<file path="src/rtl/sram_arbiter.sv">
// Two-port arbiter sharing one SRAM controller; round-robin or fixed priority (FIXED_PRIO).
// Define SRAM_ARB_TIMEOUT_EN to bound WAIT at TIMEOUT cycles and report aborts on err_o.
module sram_arbiter #(
  parameter int unsigned AW         = 32,
  parameter int unsigned DW         = 32,
  parameter bit          FIXED_PRIO = 1'b0,
  parameter int unsigned TIMEOUT    = 31
) (
  input  logic          clk_i,
  input  logic          rst_ni,
  input  logic          req0_i,
  input  logic          we0_i,
  input  logic [AW-1:0] addr0_i,
  input  logic [DW-1:0] wdata0_i,
  output logic          ack0_o,
  output logic [DW-1:0] rdata0_o,
  input  logic          req1_i,
  input  logic          we1_i,
  input  logic [AW-1:0] addr1_i,
  input  logic [DW-1:0] wdata1_i,
  output logic          ack1_o,
  output logic [DW-1:0] rdata1_o,
  output logic          err_o,
  output logic          busy_o,
  output logic          gnt_o,
  output logic          sram_rd_en_o,
  output logic          sram_wr_en_o,
  output logic [AW-1:0] sram_address_o,
  output logic [DW-1:0] sram_wdata_o,
  input  logic [DW-1:0] sram_rdata_i,
  input  logic          sram_ready_i
);

  typedef enum logic [1:0] {StIdle, StIssue, StWait, StDone} state_e;

  state_e        state_q, state_d;
  logic          last_q, last_d;
  logic          gnt_q, gnt_d;
  logic          we_q, we_d;
  logic [AW-1:0] addr_q, addr_d;
  logic [DW-1:0] wdata_q, wdata_d;
  logic          rd_en_q, rd_en_d, wr_en_q, wr_en_d;
  logic          ack0_q, ack0_d, ack1_q, ack1_d;
  logic          err_q, err_d, busy_q, busy_d;
  logic [DW-1:0] rdata0_q, rdata0_d, rdata1_q, rdata1_d;
  logic          pick, timeout_hit, rd_done;

  if (TIMEOUT == 0) begin : g_timeout_chk
    $error("sram_arbiter: TIMEOUT must be at least 1");
  end

`ifdef SRAM_ARB_TIMEOUT_EN
  localparam int unsigned CntW = (TIMEOUT > 2) ? $clog2(TIMEOUT) : 1;

  logic [CntW-1:0] cnt_q, cnt_d;

  always_comb begin
    cnt_d = cnt_q;
    if (state_q == StIssue) begin
      cnt_d = '0;
    end else if (state_q == StWait) begin
      cnt_d = cnt_q + 1'b1;
    end
  end

  // cnt_q == TIMEOUT-1 marks the TIMEOUT-th WAIT cycle.
  assign timeout_hit = (state_q == StWait) && !sram_ready_i &&
                       (cnt_q == CntW'(TIMEOUT - 1));

  always_ff @(posedge clk_i or negedge rst_ni) begin
    if (!rst_ni) begin
      cnt_q <= '0;
    end else begin
      cnt_q <= cnt_d;
    end
  end
`else
  assign timeout_hit = 1'b0;
`endif

  // Port 1 wins when alone, or on a tie when round-robin and port 0 was served last.
  assign pick    = req1_i && (!req0_i || (!FIXED_PRIO && !last_q));
  assign rd_done = (state_q == StWait) && sram_ready_i && !we_q;

  always_comb begin
    state_d = state_q;
    last_d  = last_q;
    gnt_d   = gnt_q;
    we_d    = we_q;
    addr_d  = addr_q;
    wdata_d = wdata_q;
    unique case (state_q)
      StIdle: begin
        if (sram_ready_i && (req0_i || req1_i)) begin
          state_d = StIssue;
          gnt_d   = pick;
          last_d  = pick;
          we_d    = pick ? we1_i : we0_i;
          addr_d  = pick ? addr1_i : addr0_i;
          wdata_d = pick ? wdata1_i : wdata0_i;
        end
      end
      StIssue: state_d = StWait;
      StWait:  if (sram_ready_i || timeout_hit) state_d = StDone;
      StDone:  state_d = StIdle;
      default: state_d = StIdle;
    endcase
  end

  always_comb begin
    rd_en_d  = (state_d == StIssue) && !we_d;
    wr_en_d  = (state_d == StIssue) && we_d;
    ack0_d   = (state_d == StDone) && !gnt_d;
    ack1_d   = (state_d == StDone) && gnt_d;
    err_d    = (state_d == StDone) && timeout_hit;
    busy_d   = (state_d != StIdle);
    rdata0_d = (rd_done && !gnt_q) ? sram_rdata_i : rdata0_q;
    rdata1_d = (rd_done && gnt_q) ? sram_rdata_i : rdata1_q;
  end

  always_ff @(posedge clk_i or negedge rst_ni) begin
    if (!rst_ni) begin
      state_q  <= StIdle;
      last_q   <= 1'b1;
      gnt_q    <= 1'b0;
      we_q     <= 1'b0;
      addr_q   <= '0;
      wdata_q  <= '0;
      rd_en_q  <= 1'b0;
      wr_en_q  <= 1'b0;
      ack0_q   <= 1'b0;
      ack1_q   <= 1'b0;
      err_q    <= 1'b0;
      busy_q   <= 1'b0;
      rdata0_q <= '0;
      rdata1_q <= '0;
    end else begin
      state_q  <= state_d;
      last_q   <= last_d;
      gnt_q    <= gnt_d;
      we_q     <= we_d;
      addr_q   <= addr_d;
      wdata_q  <= wdata_d;
      rd_en_q  <= rd_en_d;
      wr_en_q  <= wr_en_d;
      ack0_q   <= ack0_d;
      ack1_q   <= ack1_d;
      err_q    <= err_d;
      busy_q   <= busy_d;
      rdata0_q <= rdata0_d;
      rdata1_q <= rdata1_d;
    end
  end

  assign ack0_o         = ack0_q;
  assign ack1_o         = ack1_q;
  assign rdata0_o       = rdata0_q;
  assign rdata1_o       = rdata1_q;
  assign err_o          = err_q;
  assign busy_o         = busy_q;
  assign gnt_o          = gnt_q;
  assign sram_rd_en_o   = rd_en_q;
  assign sram_wr_en_o   = wr_en_q;
  assign sram_address_o = addr_q;
  assign sram_wdata_o   = wdata_q;

endmodule

</file>
<file path="config.mk">
export PLATFORM = sky130hd
export DESIGN_NAME = sram_arbiter
export DESIGN_NICKNAME = d
export VERILOG_FILES = /design/src/rtl/sram_arbiter.sv
export SDC_FILE = /design/constraint.sdc
export NUM_CORES = 1
export LEC_CHECK = 0
export ABC_AREA = 1
export BUFFER_PORTS_ARGS = -buffer_cell sky130_fd_sc_hd__buf_2
export CAP_MARGIN = 20
export CORE_ASPECT_RATIO = 1.2
export CORE_MARGIN = 2
export CORE_UTILIZATION = 35
export DETAILED_ROUTE_END_ITERATION = 10
export PLACE_DENSITY = 0.62
export SLEW_MARGIN = 25
export SYNTH_ARGS = -nofsm -noshare
export SYNTH_HDL_FRONTEND = slang
export SYNTH_SLANG_ARGS = --single-unit
</file>
<file path="constraint.sdc">
create_clock -name clk_i -period 1.7 [get_ports clk_i]
set_clock_uncertainty 0.1 [all_clocks]
set_input_delay 0.34 -clock clk_i [delete_from_list [all_inputs] [get_ports clk_i]]
set_output_delay 0.34 -clock clk_i [all_outputs]
set_load 0.01 [all_outputs]
</file>
Yosys cells after proc, flatten, opt, wreduce, memory -nomap -nowiden
Index checks and enable logic that the tools add are counted.

storage, ports and cells
  register bits after elaboration = 138
  input bits = 167
  output and inout bits = 135
  word-level logic and storage cells = 49

cells by class
  equality and inequality tests = 5
  multiplexer cells = 10
  reductions and logical operators = 21

operators with widths
  operator                                                                number
  32-bit 2-to-1 mux                                                       2
  1-bit logical AND                                                       10
  2-bit one-hot mux with 4 select lines                                   1
  2-bit equality test (second input constant)                             3
  1-bit logical NOT                                                       6
  1-bit 2-to-1 mux                                                        5
  2-bit by 1-bit equality test with 1-bit output (second input constant)  2
  2-bit 2-to-1 mux                                                        2
  2-bit logical NOT                                                       1
  1-bit logical OR                                                        2
  2-bit AND reduction                                                     1
  2-bit nonzero test                                                      1

Logic depth before layout (Yosys ltp)
Gate-level depths: netlist (run 1).

  depth in word-level cells = 8
  mapped depth = 8
  gate-level depth less buffers = 7

Worst setup path after synthesis (run 1)
OpenSTA, ideal clock, no wires.

  path type = flip-flop to flip-flop
  start point = register state_q[0]
  end point = register rdata1_q[10] (netlist: rdata1_o[10])
  setup time = 0.130 ns
  arrival = 1.303 ns
  required time = 1.470 ns
  path slack = 0.167 ns
  stages on the path, launching flop included = 9
  buffers on the path = 1
  clock period less this slack = 1.533 ns
  cells stage by stage = dfrtp_1 inv_1 ha_1 nand2_1 nor2_1 nand2_1 clkbuf_1 nand2_1 o21ai_0

between the ends
  longest elaborated chain between the ends = 4

RTL lines
  element                         line  text
  from (decl)                     36    state_e state_q, state_d;
  from (signal assigned)          123   state_q <= StIdle;
  from (signal assigned)          138   state_q <= state_d;
  2-bit equality test             83    assign rd_done = (state_q == StWait) && sram_ready_i && !we_q;
  1-bit logical AND (2 in a row)  83
  1-bit logical AND               118   rdata1_d = (rd_done && gnt_q) ? sram_rdata_i : rdata1_q;
  to (signal assigned)            151   rdata1_q <= rdata1_d;
  to (decl)                       45    logic [DW-1:0] rdata0_q, rdata0_d, rdata1_q, rdata1_d;

Every way passes these cells.
A chain may end at the register's enable or synchronous reset.

Worst setup path in the final report (run 1)
  start point = register state_q[0]
  end point = register wdata_q[3] (netlist: sram_wdata_o[3])

between the ends
  longest elaborated chain between the ends = 2

RTL lines
  element                               line  text
  2-bit logical NOT                     92    unique case (state_q)
  2-bit AND reduction (no source line)  --
  to (signal assigned)                  143   wdata_q <= wdata_d;
  to (decl)                             41    logic [DW-1:0] wdata_q, wdata_d;

Every way passes these cells.

==> impl_metrics.json, run 1 <==
{
  "status": "finished clean",
  "grt.met3_usage_pct": 4.658,
  "maxCapViolations": 0,
  "nets": 1122,
  "slowest_stage": "dfrtp_1",
  "io_buffers": 300,
  "finalSetupTns_ns": 0,
  "cp_max_fo": 8,
  "cp.arrival_ns": 1.85,
  "critical_path.cell_chain": "inv_2 -> ha_2 -> inv_1 -> nor3_4 -> buf_6 -> clkbuf_16 -> o211ai_1 -> nand2_1",
  "synth-simple-area-share_pct": 21.51,
  "synth_area_um2": 5957,
  "start_util_pct": 35.49,
  "dpl.hpwl_um": 13050,
  "rows": 52,
  "grt-busiest-layer": "met2",
  "ir_worst_vdd_v": 0.0007039,
  "grt_use_met2_pct": 34.12,
  "syn_avg_cell_area_um2": 9.207,
  "drive_above_1_share_pct": 40.46,
  "antenna_found_initial": 3,
  "grt.total_usage_pct": 19.75,
  "post-route-period-util_pct": 94.21,
  "clock-sinks": 138,
  "setup_slack_ns": 0.09841,
  "fp.coreArea_um2": 16790,
  "grt_pass1_wl_um": 27550,
  "cts_inserted_buffers": 17,
  "use_met1_pct": 22.76,
  "dpl.cell_count": 1145,
  "reg2reg_depth": 8,
  "first_pass_iters": 4,
  "final-instance-count-excl-fill": 1183,
  "viasPerCell": 4.596,
  "worst_hold_path_type": "in2reg",
  "antenna_left": 0,
  "layout_common_cells": "buf_2, nand2_1, dfrtp_1, o21ai_0, o211ai_1",
  "area_delta_synth_final_pct": 43.81,
  "yosysSeqAreaShare_pct": 57.99,
  "synth_top_family_by_area": "simple AND/OR/NAND/NOR gates",
  "clock_latency_ns": 0.40,
  "gp_congestion": 0.7991,
  "synth-xor-area-share_pct": 0,
  "finalCriticalPeriod_ns": 1.602,
  "grt_start_max_net_pins": 65,
  "gr-total-overflow": 0,
  "wire_per_inst_um": 14.92,
  "routed_wl_um": 17660,
  "synthMuxAreaShare_pct": 0,
  "drt_iter0_drc": 249,
  "clockBufferDepth": 2,
  "hold_violations": 0,
  "worst-endpoint-required_ns": 1.95,
  "pre_cts_slack_ns": 0.01341,
  "synth_cell_type_count": 22,
  "cts_root_buf": "clkbuf_16",
  "die_width_um": 123.1,
  "crit_type": "reg2reg",
  "synth_adder_area_share_pct": 0.6301,
  "start_kind": "register",
  "num_vias": 5437,
  "synth_compound_area_share_pct": 13.61,
  "layout_commonest_cell": "buf_2",
  "max_stage_delay_ns": 0.40,
  "fin_hold_ws_ns": 0.07191,
  "drc": 0,
  "fmax_ghz": 0.6244,
  "cts_tree": "yes",
  "ys_warn_count": 0,
  "h-tree-depth": 4,
  "boundaryPins": 302,
  "power.density_nw_per_um2": 1757,
  "ys_seq_elements": 138,
  "synthCells": 647,
  "hold_path_depth": 3,
  "grt_pass1_vias": 5343,
  "maxSlewViolCount": 0,
  "setup_viol": 0,
  "rsz0062_at_grt": "false",
  "die_h_um": 146.9,
  "endpoint_kind": "register",
  "cellLeakagePower_nw": 4.721,
  "syn_nets": 817,
  "die_area_um2": 18080,
  "path_clk_slew_ns": 0.06
}
[synthesized netlist by cell type (all sizes together)]
cell / number / area [um^2]
ha: 3 / 37.54
dfrtp: 137 / 3428
a21oi: 1 / 5.000
o211ai: 64 / 480.5
clkbuf: 19 / 71.32
buf: 22 / 136.4
nand3b: 1 / 7.510
inv: 43 / 161.4
conb: 1 / 3.750
nor2: 7 / 28.78
nand2: 212 / 798.3
dfstp: 1 / 26.28
nor3: 1 / 16.27
nand3: 6 / 30.03
or2: 64 / 400.4
o21ai: 65 / 325.3
[worst paths after layout]
path / start / end / slack, ns
max in group asynchronous: rst_ni / last_q / 0.66
min reg2reg: sram_address_o[2] / sram_address_o[2] / 0.37
max reg2reg: state_q[0] / sram_wdata_o[3] / 0.1
min in group asynchronous: rst_ni / sram_wdata_o[22] / 0.28
max: state_q[0] / sram_wdata_o[3] / 0.1
min: addr0_i[22] / sram_address_o[22] / 0.07
[repair_timing]
item | CTS | global route
gates resized for setup | 0 | 5
setup endpoints to repair | 0 | 85
endpoints found under the hold margin | 20 | 0
buffers inserted | 0 | 2
hold buffers | 1 | 0
[power by group]
| group | internal [mW] | switching [mW] | leakage [nW] |
|---|---|---|---|
| Combinational | 2.35 | 3.19 | 2.69 |
| Sequential | 4.83 | 0.777 | 1.73 |
| Clock | 2.53 | 1.38 | 0.300 |
[layer usage]
layer | wire (um) | share of wire [%]
met2 | 9097 | 52
met1 | 7003 | 40
met3 | 1043 | 5.9
met4 | 511 | 2.9
met5 | 0 | 0
[state kept, by name, indices dropped and copies added, names as in the netlist]
| name | cells |
|---|---|
| last_q | 1 |
| we_q | 1 |
| busy_o | 1 |
| state_q | 2 |
| sram_address_o | 32 |
| sram_wr_en_o | 1 |
| rdata1_o | 32 |
| ack0_o | 1 |
| gnt_o | 1 |
| sram_wdata_o | 32 |
| sram_rd_en_o | 1 |
| ack1_o | 1 |
| rdata0_o | 32 |
[through the flow]
stage | area [um^2] | util, % | total power [mW]
floorplan | 5957 | - | 8.471
global placement | 7870 | 46.88 | 11.08
detailed placement | 7870 | 46.88 | 11.21
CTS | 8507 | 50.68 | 15.21
global route | 8564 | 51.02 | 16.16
finish | 8567 | 51.04 | 15.06
[critical path, delay by kind of cell, from the launching register on]
kind | cells | cell delay (ns)
adders and majority gates | 1 | 0.18
DFF | 1 | 0.40
AOI/OAI and AO/OA | 1 | 0.09
and+or+nand+nor | 2 | 0.29
buffers and inverters | 4 | 0.48
[kinds of logic after synthesis]
kind of cell,Yosys count
flip-flops,138
AND/OR/NAND/NOR,291
buffers and inverters,84
adder cells (fa/ha/maj),3
AO/OA/AOI/OAI,130
other,1
[layout make-up]
type / instances / area, um^2
multi-input combinational: 425 / 2146
tap: 216 / 270.3
sequential: 138 / 3455
fill: 1630 / 8219
clock inverter: 10 / 166.4
timing repair buffer: 327 / 1901
antenna: 3 / 7.507
inverter: 43 / 161.4
clock buffer: 21 / 460.4
No activity file was read; power rests on OpenSTA's default activity.
==> run 2: changes to the inputs <==
--- a/config.mk
+++ b/config.mk
@@ -8,11 +8,11 @@
 export ABC_AREA = 1
 export BUFFER_PORTS_ARGS = -buffer_cell sky130_fd_sc_hd__buf_2
 export CAP_MARGIN = 20
-export CORE_ASPECT_RATIO = 1.2
+export CORE_ASPECT_RATIO = 1.75
 export CORE_MARGIN = 2
-export CORE_UTILIZATION = 35
+export CORE_UTILIZATION = 45
 export DETAILED_ROUTE_END_ITERATION = 10
-export PLACE_DENSITY = 0.62
+export PLACE_DENSITY = 0.79
 export SLEW_MARGIN = 25
 export SYNTH_ARGS = -nofsm -noshare
 export SYNTH_HDL_FRONTEND = slang
==> impl_metrics.json, run 2 (synthesized netlist as in run 1, its figures left out) <==
{
  "cp.arrival_ns": 1.89,
  "rows": 55,
  "switchingPower_mw": 5.426,
  "final_core_util_pct": 65.26,
  "status": "finished clean",
  "wire_per_inst_um": 15.15,
  "grt_pass1_vias": 5639,
  "combPwrFrac_pct": 36.7,
  "ir_worst_vdd_v": 0.001186,
  "hold_violations": 0,
  "cts_tree": "yes",
  "sw_frac_of_total_pct": 36.23,
  "first_pass_iters": 4,
  "pwr-share-seq_pct": 37.7,
  "slowest_stage": "dfrtp_1",
  "setup_viol": 0,
  "rsz0062_at_grt": "true",
  "r2r-start": "state_q[0]",
  "crit_start": "state_q[0]",
  "start_util_pct": 46.04,
  "power.density_nw_per_um2": 1774,
  "max_stage_delay_ns": 0.40,
  "gp_congestion": 0.9390,
  "routed_wl_um": 17160,
  "nets": 1119,
  "worst_hold_path_type": "in2reg",
  "layout_common_cells": "buf_2, nand2_1, dfrtp_1, o21ai_0, o211ai_1",
  "intPower_mw": 9.548,
  "clockBufferDepth": 2,
  "die_h_um": 156.2,
  "h-tree-depth": 4,
  "start_kind": "register",
  "grt.total_usage_pct": 24.21,
  "cts_inserted_buffers": 17,
  "antenna_left": 0,
  "crit_type": "reg2reg",
  "post-route-period-util_pct": 97.09,
  "path_delay_family": "buffers and inverters",
  "cellLeakagePower_nw": 4.689,
  "die_area_um2": 14210,
  "seqCellArea_um2": 3455,
  "clock-sinks": 138,
  "num_vias": 5532,
  "fmax_ghz": 0.6059,
  "critical_path.cell_chain": "inv_2 -> ha_2 -> inv_1 -> nor3_4 -> buf_12 -> buf_4 -> o211ai_1 -> nand2_1",
  "final-instance-count-excl-fill": 1133,
  "cts_root_buf": "clkbuf_16",
  "viasPerCell": 4.883,
  "maxSlewViolCount": 0,
  "cp_max_fo": 17,
  "worst-endpoint-required_ns": 1.94,
  "grt_pass1_wl_um": 27280,
  "maxCapViolations": 0,
  "worstHoldStart": "addr0_i[9]",
  "grt_start_max_net_pins": 65,
  "drc": 0,
  "dpl_cell_area_um2": 7786,
  "antenna_cells": 0,
  "fill_cells": 1137,
  "layout_commonest_cell": "buf_2",
  "boundaryPins": 302,
  "drive_above_1_share_pct": 40.44,
  "multiInputGateArea_um2": 2151,
  "endpoint_kind": "register",
  "path_clk_slew_ns": 0.06,
  "finalCriticalPeriod_ns": 1.651,
  "clock_latency_ns": 0.40,
  "path_buf_inv": 4,
  "area_delta_synth_final_pct": 41.73,
  "fp.coreArea_um2": 12940,
  "die_width_um": 90.98,
  "clkPwrFrac_pct": 25.6,
  "fin_area_um2": 8443,
  "gr-total-overflow": 0,
  "io_buffers": 300,
  "antenna_found_initial": 0,
  "dpl.hpwl_um": 12600,
  "dpl.cell_count": 1098,
  "drt_iter0_drc": 246
}
run 2: per-layer routing:
| layer | share of wire, % | up-vias | track usage (%) |
|---|---|---|---|
| met1 | 39 | 2551 | 28.13 |
| li1 | - | 2700 | - |
| met5 | 0 | - | 0 |
| met2 | 51 | 229 | 41.31 |
| met3 | 5.7 | 52 | 5.072 |
| met4 | 4.6 | 0 | 13.78 |
run 2: final cells by class:
class                   instances  area share, %
multi-input cells             425          25.47
clock buffers                  20          5.409
flip-flops and latches        138          40.92
well taps                     171          2.534
inverters                      43          1.912
clock inverters                12          1.956
repair buffers                324          21.80
run 2: what timing repair did:
| action | CTS | global route |
|---|---|---|
| hold endpoints to repair | 23 | 0 |
| setup buffers | 0 | 2 |
| hold buffers | 1 | 0 |
| resized for setup | 0 | 5 |
| setup endpoints to repair | 0 | 121 |
run 2: through the flow:
step           setup TNS (ns)  setup WS [ns]  total power, mW  hold WS, ns
3_5_place_dp                0       0.006850            11.17       0.1248
4_1_cts                     0       0.008460            15.08      0.06605
6_report                    0        0.04948            14.97      0.08578
2_1_floorplan               0         0.1675            8.471     -0.05559
5_1_grt               -0.2440       -0.02167            16.02      0.08086
3_3_place_gp                0        0.06673            10.95       0.1247
run 2: worst paths after layout:
kind	to	slack [ns]	depth (start not counted)
setup reg to reg	sram_wdata_o[10]	0.05	8
hold / removal	sram_address_o[9]	0.09	3
setup / recovery	sram_wdata_o[10]	0.05	8
min in group asynchronous	rdata0_o[27]	0.30	2
hold reg to reg	sram_address_o[14]	0.37	2
max in group asynchronous	last_q	0.61	3
run 2: power by group through the flow:
| stage | sequential, mW | clock [mW] | combinational (mW) |
|---|---|---|---|
| global placement | 5.63 | 0 | 5.32 |
| global route | 5.84 | 4.06 | 6.12 |
| detailed placement | 5.65 | 0 | 5.52 |
| CTS | 5.64 | 3.90 | 5.53 |
| floorplan | 6.34 | 0 | 2.13 |
| finish | 5.65 | 3.83 | 5.50 |
run 2: worst reg2reg max path: stages, from the launching register on:
cell and delay, ns:
dfrtp_1 0.40, inv_2 0.09, ha_2 0.19, inv_1 0.07, nor3_4 0.20, buf_12 0.19
buf_4 0.16, o211ai_1 0.12, nand2_1 0.08
==> run 3: changes to the inputs <==
--- a/config.mk
+++ b/config.mk
@@ -7,12 +7,13 @@
 export LEC_CHECK = 0
 export ABC_AREA = 1
 export BUFFER_PORTS_ARGS = -buffer_cell sky130_fd_sc_hd__buf_2
-export CAP_MARGIN = 20
+export CAP_MARGIN = 40
 export CORE_ASPECT_RATIO = 1.75
 export CORE_MARGIN = 2
 export CORE_UTILIZATION = 45
 export DETAILED_ROUTE_END_ITERATION = 10
 export PLACE_DENSITY = 0.79
+export REMOVE_ABC_BUFFERS = 1
 export SLEW_MARGIN = 25
 export SYNTH_ARGS = -nofsm -noshare
 export SYNTH_HDL_FRONTEND = slang
==> impl_metrics.json, run 3 (synthesized netlist as in run 1, its figures left out) <==
{
  "die_h_um": 156.2,
  "maxSlewViolCount": 0,
  "die_area_um2": 14210,
  "finalCriticalPeriod_ns": 1.879,
  "dpl.cell_count": 1094,
  "boundaryPins": 302,
  "violations": "setup timing",
  "clockBufferDepth": 2,
  "power.density_nw_per_um2": 1790,
  "fp.coreArea_um2": 12940,
  "final-instance-count-excl-fill": 1137,
  "nets": 1123,
  "maxCapViolations": 0,
  "clock-sinks": 138,
  "start_util_pct": 46.04,
  "worst_hold_path_type": "in2reg",
  "worst-endpoint-required_ns": 1.86,
  "clock_latency_ns": 0.40,
  "rows": 55,
  "path_clk_slew_ns": 0.07,
  "ir_worst_vdd_v": 0.0007915,
  "drt_iter0_drc": 239,
  "start_kind": "register",
  "layout_commonest_cell": "buf_2",
  "cellLeakagePower_nw": 4.781,
  "post-route-period-util_pct": 110.5,
  "antenna_cells": 0,
  "multiInputGateArea_um2": 2181,
  "cts_inserted_buffers": 17,
  "die_width_um": 90.98,
  "setup_viol": 1,
  "area_delta_synth_final_pct": 44.84,
  "io_buffers": 300,
  "fill_cells": 1067,
  "crit_type": "reg2reg",
  "cts_tree": "yes",
  "grt_pass1_wl_um": 26470,
  "layout_common_cells": "buf_2, nand2_1, dfrtp_1, o211ai_1, o21ai_0",
  "status": "finished with violations",
  "drive_above_1_share_pct": 41.20,
  "endpoint_kind": "register",
  "hold_path_depth": 3,
  "cp_max_fo": 16,
  "cts_root_buf": "clkbuf_16",
  "first_pass_iters": 4,
  "setup_slack_ns": -0.1785,
  "fmax_ghz": 0.5323,
  "antenna_left": 0,
  "grt.total_usage_pct": 23.66,
  "drc": 0,
  "rsz0062_at_grt": "true",
  "seqCellArea_um2": 3455,
  "grt_pass1_vias": 5394,
  "wire_per_inst_um": 16.39,
  "grt_start_max_net_pins": 65,
  "routed_wl_um": 18640,
  "p_total_mw": 15.45,
  "hold_violations": 0,
  "reg2reg_depth": 7,
  "viasPerCell": 5.040,
  "num_vias": 5731,
  "gr-total-overflow": 0,
  "h-tree-depth": 4,
  "gp_congestion": 0.8361,
  "antenna_found_initial": 0,
  "cp.arrival_ns": 2.04,
  "dpl.hpwl_um": 12170
}
[run 3: layout make-up]
| class | count | area share, % |
|---|---|---|
| flip-flops and latches | 138 | 40.04 |
| multi-input cells | 425 | 25.28 |
| repair buffers | 328 | 22.93 |
| clock buffers | 18 | 4.974 |
| well taps | 171 | 2.480 |
| clock inverters | 14 | 2.436 |
| inverters | 43 | 1.871 |
[run 3: repair_timing]
| item | in CTS | in global routing |
|---|---|---|
| buffers inserted | 2 | 1 |
| pin swaps | 1 | 5 |
| gates cloned | 1 | 7 |
| hold buffers | 1 | 0 |
| endpoints found under the setup margin | 5 | 96 |
| gates resized for setup | 1 | 19 |
| endpoints found under the hold margin | 31 | 0 |
[run 3: worst paths after layout]
path / slack (ns) / to / startpoint
min reg2reg: 0.37 / sram_wdata_o[7] / sram_wdata_o[7]
min: 0.08 / sram_address_o[6] / addr0_i[6]
max in group asynchronous: 0.64 / sram_address_o[3] / rst_ni
max: -0.18 / rdata0_o[26] / state_q[0]
max reg2reg: -0.18 / rdata0_o[26] / state_q[0]
min in group asynchronous: 0.32 / rdata1_o[1] / rst_ni
[run 3: where the power goes]
part,switching (mW),internal [mW],total (mW)
Sequential,0.854,4.83,5.68
Combinational,3.33,2.44,5.77
Clock,1.49,2.50,3.99
[run 3: per-layer routing]
layer | global-route usage (%) | part of all wire [%] | vias to the layer above
met5 | 0 | 0 | -
met4 | 10.10 | 3.0 | 0
met3 | 5.459 | 6.5 | 38
met2 | 42.33 | 55 | 275
met1 | 26.89 | 35 | 2717
li1 | - | - | 2701
[run 3: per-stage QoR]
stage / instance area, um^2 / hold WS (ns) / setup WS, ns / util, % / setup TNS, ns
finish: 8628 / 0.07861 / -0.1785 / 66.69 / -0.1785
global placement: 7744 / 0.1701 / 0.02877 / 59.85 / 0
CTS: 8441 / 0.06112 / 0.0006799 / 65.24 / 0
detailed placement: 7744 / 0.1713 / -0.05704 / 59.85 / -0.08546
global route: 8628 / 0.07152 / -0.1589 / 66.69 / -0.9212
floorplan: 5749 / -0.05559 / -0.7816 / - / -68.96
[run 3: worst max-delay path: stages (launching register included)]
cell and delay (ns):
dfrtp_1 0.40, inv_2 0.10, ha_2 0.20, nand2_2 0.08
nor2_4 0.18, nand2_4 0.13, buf_12 0.18, o21ai_0 0.37
